File: src/rtl/sdram_page_writer.sv
// sdram_page_writer: DMA engine that copies one ping-pong line-buffer page
// into SDRAM as a single write burst through the controller write port.
module sdram_page_writer #(
  parameter int unsigned BURST_LEN   = 256,  // power of two, at most 256
  parameter int unsigned PAGE_GAP    = 8,    // at least 1
  parameter int unsigned SYNC_STAGES = 2     // at least 2
) (
  input  logic        clk,
  input  logic        reset,
  input  logic        dma_req,
  output logic        dma_ack,
  input  logic [15:0] dma_page_addr,
  input  logic        dma_a_b,
  output logic [7:0]  buf_rdaddress,
  input  logic [15:0] bufA_q,
  input  logic [15:0] bufB_q,
  output logic        busy,
  input  logic        sdram_init_done,
  output logic        sdram_wr_req,
  input  logic        sdram_wr_ack,
  output logic [23:0] sdram_rw_addr,
  output logic [9:0]  sdram_wr_burst,
  output logic [15:0] sdram_din,
  output logic [1:0]  sdram_mask
);

  localparam int unsigned CNT_W = $clog2(BURST_LEN) + 1;
  localparam int unsigned GAP_W = (PAGE_GAP > 1) ? $clog2(PAGE_GAP) : 1;

  typedef enum logic [2:0] {
    S_IDLE,
    S_PREFETCH,
    S_REQ,
    S_BURST,
    S_GAP,
    S_DONE
  } state_t;

  state_t                 state;
  logic [SYNC_STAGES-1:0] req_sync;
  logic                   req_s;
  logic [15:0]            page_lat;
  logic                   a_b_lat;
  logic [CNT_W-1:0]       word_cnt;
  logic [GAP_W-1:0]       gap_cnt;
  logic [15:0]            src_q;
  logic                   last_word;

  // Bring the requester's handshake into the controller clock domain.
  always_ff @(posedge clk) begin
    if (reset) begin
      req_sync <= '0;
    end else begin
      req_sync <= {req_sync[SYNC_STAGES-2:0], dma_req};
    end
  end

  assign req_s     = req_sync[SYNC_STAGES-1];
  assign src_q     = a_b_lat ? bufA_q : bufB_q;
  assign last_word = (word_cnt == CNT_W'(BURST_LEN - 1));

  // Page-write sequencer: handshake, burst request, ack-paced data, recovery gap.
  always_ff @(posedge clk) begin
    if (reset) begin
      state          <= S_IDLE;
      dma_ack        <= 1'b0;
      busy           <= 1'b0;
      sdram_wr_req   <= 1'b0;
      sdram_rw_addr  <= '0;
      sdram_wr_burst <= '0;
      sdram_din      <= '0;
      sdram_mask     <= '0;
      buf_rdaddress  <= '0;
      page_lat       <= '0;
      a_b_lat        <= 1'b0;
      word_cnt       <= '0;
      gap_cnt        <= '0;
    end else begin
      sdram_mask <= 2'b00;
      case (state)
        // Wait for a fresh request; hold it pending until the controller is up.
        S_IDLE: begin
          if (req_s && !dma_ack && sdram_init_done) begin
            page_lat      <= dma_page_addr;
            a_b_lat       <= dma_a_b;
            buf_rdaddress <= '0;
            word_cnt      <= '0;
            busy          <= 1'b1;
            state         <= S_PREFETCH;
          end
        end

        // Word 0 settles on the buffer output while the burst is requested.
        S_PREFETCH: begin
          sdram_rw_addr  <= {page_lat, 8'h00};
          sdram_wr_burst <= 10'(BURST_LEN);
          sdram_wr_req   <= 1'b1;
          state          <= S_REQ;
        end

        // Every ack cycle consumes one word; a missing ack simply stalls.
        S_REQ, S_BURST: begin
          if (sdram_wr_ack) begin
            sdram_din     <= src_q;
            buf_rdaddress <= buf_rdaddress + 8'd1;
            if (last_word) begin
              sdram_wr_req <= 1'b0;
              word_cnt     <= '0;
              gap_cnt      <= '0;
              state        <= S_GAP;
            end else begin
              word_cnt <= word_cnt + CNT_W'(1);
              state    <= S_BURST;
            end
          end
        end

        // Give the controller time for write recovery and precharge.
        S_GAP: begin
          if (gap_cnt == GAP_W'(PAGE_GAP - 1)) begin
            dma_ack <= 1'b1;
            state   <= S_DONE;
          end else begin
            gap_cnt <= gap_cnt + GAP_W'(1);
          end
        end

        // Four-phase close: ack stays up until the request is withdrawn.
        S_DONE: begin
          if (!req_s) begin
            dma_ack <= 1'b0;
            busy    <= 1'b0;
            state   <= S_IDLE;
          end
        end

        default: begin
          state <= S_IDLE;
        end
      endcase
    end
  end

endmodule

File: config.mk
export PLATFORM = sky130hd
export DESIGN_NAME = sdram_page_writer
export DESIGN_NICKNAME = d
export VERILOG_FILES = /design/src/rtl/sdram_page_writer.sv
export SDC_FILE = /design/constraint.sdc
export NUM_CORES = 1
export LEC_CHECK = 0
export CAP_MARGIN = 20
export CORE_ASPECT_RATIO = 0.5
export CORE_MARGIN = 4
export CORE_UTILIZATION = 38
export CTS_CLUSTER_SIZE = 10
export DETAILED_ROUTE_END_ITERATION = 7
export PLACE_DENSITY = 0.74
export SLEW_MARGIN = 0
export SYNTH_ARGS = -nofsm -noshare
export SYNTH_HDL_FRONTEND = slang
export SYNTH_SLANG_ARGS = --single-unit
File: constraint.sdc
create_clock -name clk -period 2.7 [get_ports clk]
set_clock_uncertainty 0.2 [all_clocks]
set_input_delay 0.54 -clock clk [delete_from_list [all_inputs] [get_ports clk]]
set_output_delay 0.54 -clock clk [all_outputs]
set_load 0.005 [all_outputs]
==> metrics.cfg <==
[detailed_routing]
route.detailed.drc = 0
drtIter0Drc = 141
ant_nets = 0
viasPerCell = 4.96
first_pass_iters = 4
wl_per_cell_um = 13.2
vias = 3042
finalWirelength_mm = 8.10

[floorplanning]
num_rows = 24
dieArea_mm2 = 0.0106
fp.coreArea_mm2 = 0.00871
die_x_um = 142
die_h_um = 74.8
io_pins = 117
initial_core_util_pct = 38.9

[sta]
post-route-period-util_pct = 77.4
slew_violations = 0
tns_ns = 0
fmax_mhz = 479
setup_viol = 0
max_slew.worst_pin.slew_ns = 0.717
relSlewSlack_pct = 52.0
final-hold-violation-count = 0
final.min_clock_period_ns = 2.09
rsz0062_at_grt = false

[cells_and_area]
nets = 549
fin_cells = 613
multi_input_area_mm2 = 0.00160
layout-drive-gt1-share_pct = 6.05
antenna_cells = 0
fillCellCount = 832
areaGrowthSynthToFinish_pct = 38.4
regArea_mm2 = 0.00156

[synthesis]
syn-cell-area_mm2 = 0.00339
synth_cell_types = 43
avgSynthCellArea_um2 = 8.49
post-synth-top-count-cell = nand2_1
synth_commonest_cells = nand2_1 (80), dfxtp_1 (78), a21oi_1 (54)
ys_ff_latch = 78
synthTopCellsByArea = dfxtp_1 (46%), nand2_1 (8.9%), a21oi_1 (8.0%)
ys.flop_type = dfxtp_1
synth-async-reset-ratio_pct = 0
synth_top_area_cell = dfxtp_1
yosys.area.top_type_share_pct = 46.1
synth-edff-count = 0
yosys_warnings = 0
ys_seq_area_share_pct = 46.1
synthCells = 399

[clock_tree]
cts_root_buffer = clkbuf_16
clock_latency_ns = 0.34
cts_resized = 0
cts_hold_buf = 0
cts_tree = built
clockBufferDepth = 2
htreeDepth = 3
postCtsSetupBuffers = 0
cts_sinks = 78
path_clk_slew_ns = 0.06
numCtsBuffers = 9

[global_routing]
grt_max_degree = 36
grt_pass1_vias = 2729
grt_pass1_wl_mm = 13.0
grt_usage_pct = 15.4
overflow = 0
antenna_found_initial = 0

[place]
port_buffers = 97
hpwlAfterDp_mm = 5.76
gp_congestion = 0.764
dpl.cell_count = 597

[run_status]
status = finished clean

[critical_path]
end_kind = flop
cpPeakStageDelay_ns = 0.56
worstPathArrival_ns = 2.16
start_kind = primary input
crit_required_ns = 2.77
path_cells = clkdlybuf4s50_1 -> and3b_1 -> a21oi_4 -> buf_4 -> or3_1 -> a21oi_1
worstSetupPathType = in -> reg
critPathMaxFanout = 19
critical-path-slowest-cell = clkdlybuf4s50_1

[power]
vdd_drop_max_mv = 0.402
leakagePower_nw = 1.60
finalPower_w = 0.00289
p_per_area_mw_per_mm2 = 617

[job]
cap_violations = 0

[worst_hold_path]
holdCritPathClass = reg -> reg

[placed cells by master, fill, tap and decap left out, types with 2 or more instances in the layout]
| master | instances |
|---|---|
| o21ai_0 | 7 |
| conb_1 | 19 |
| dfxtp_1 | 78 |
| clkdlybuf4s50_1 | 96 |
| mux2i_1 | 16 |
| bufinv_16 | 2 |
| nand2b_1 | 3 |
| a21oi_1 | 54 |
| nand3b_1 | 4 |
| nand2_1 | 80 |
| or4_1 | 2 |
| inv_6 | 2 |
| nor2_1 | 25 |
| and4_1 | 2 |
| buf_4 | 9 |
| and3b_1 | 2 |
| and3_1 | 3 |
| nand3_1 | 11 |
| nor3_1 | 5 |
| a31oi_1 | 3 |
| or3_1 | 8 |
| o31ai_1 | 2 |
| nand4_1 | 4 |
| a211oi_1 | 19 |
| inv_1 | 4 |
| ha_1 | 4 |
| nor2b_1 | 3 |
| clkbuf_16 | 9 |
[per-layer routing]
layer | vias to the layer above | part of all wire (%) | track usage, %
met2 | 65 | 50 | 26.9
met4 | 0 | 1.5 | 5.11
li1 | 1539 | - | -
met1 | 1428 | 43 | 18.0
met5 | - | 0 | 0
met3 | 10 | 5.2 | 5.52
[registers in the layout (all words and copies together), names as in the netlist]
| name | cells |
|---|---|
| req_sync | 2 |
| state | 3 |
| gap_cnt | 3 |
| sdram_wr_req | 1 |
| a_b_lat | 1 |
| page_lat | 16 |
| sdram_rw_addr | 16 |
| dma_ack | 1 |
| buf_rdaddress | 8 |
| busy | 1 |
| sdram_wr_burst | 1 |
| word_cnt | 9 |
| sdram_din | 16 |
[worst max-delay path, delay by kind of cell]
| kind | cells | cell delay, ns |
|---|---|---|
| simple gates | 2 | 0.63 |
| buf+inv | 2 | 0.77 |
| compound gates | 2 | 0.21 |
[through the flow]
step                area, um^2  util, %  setup slack, ns  hold slack, ns
floorplan                 3460        -            0.874           0.214
global placement          4360     50.1            0.324           0.218
detailed placement        4360     50.1            0.275           0.228
CTS                       4690     53.9            0.602           0.242
global route              4690     53.9            0.495           0.265
finish                    4690     53.9            0.611           0.238
[cell type report]
type                            count  share of cell area (%)
Clock buffer                       10                    5.09
Multi-Input combinational cell    292                    34.2
Tap cell                          117                    3.12
Clock inverter                      6                    1.95
Inverter                            4                   0.320
Timing Repair Buffer              106                    22.0
Sequential cell                    78                    33.3
[cell families after synthesis]
logic type | synth area share [%]
adders and majority gates | 1.48
DFF | 46.1
buffers and inverters | 8.57
muxes | 4.73
and+or+nand+nor | 22.7
other | 0.111
AOI/OAI and AO/OA | 16.4
[where the power goes]
part,switching (W),total [W],internal (W),leakage (nW)
Sequential,0.0000324,0.00122,0.00119,0.630
Combinational,0.000181,0.000350,0.000169,0.805
Clock,0.000484,0.00132,0.000840,0.163
[path summary, 6_finish.rpt]
path | startpoint | end | cells past startpoint | slack [ns]
hold / removal | req_sync[0] | req_sync[1] | 1 | 0.24
hold reg to reg | req_sync[0] | req_sync[1] | 1 | 0.24
setup reg to reg | state[2] | word_cnt[2] | 5 | 0.75
setup / recovery | sdram_wr_ack | buf_rdaddress[4] | 6 | 0.61
Power figures use the tool's default switching activity.
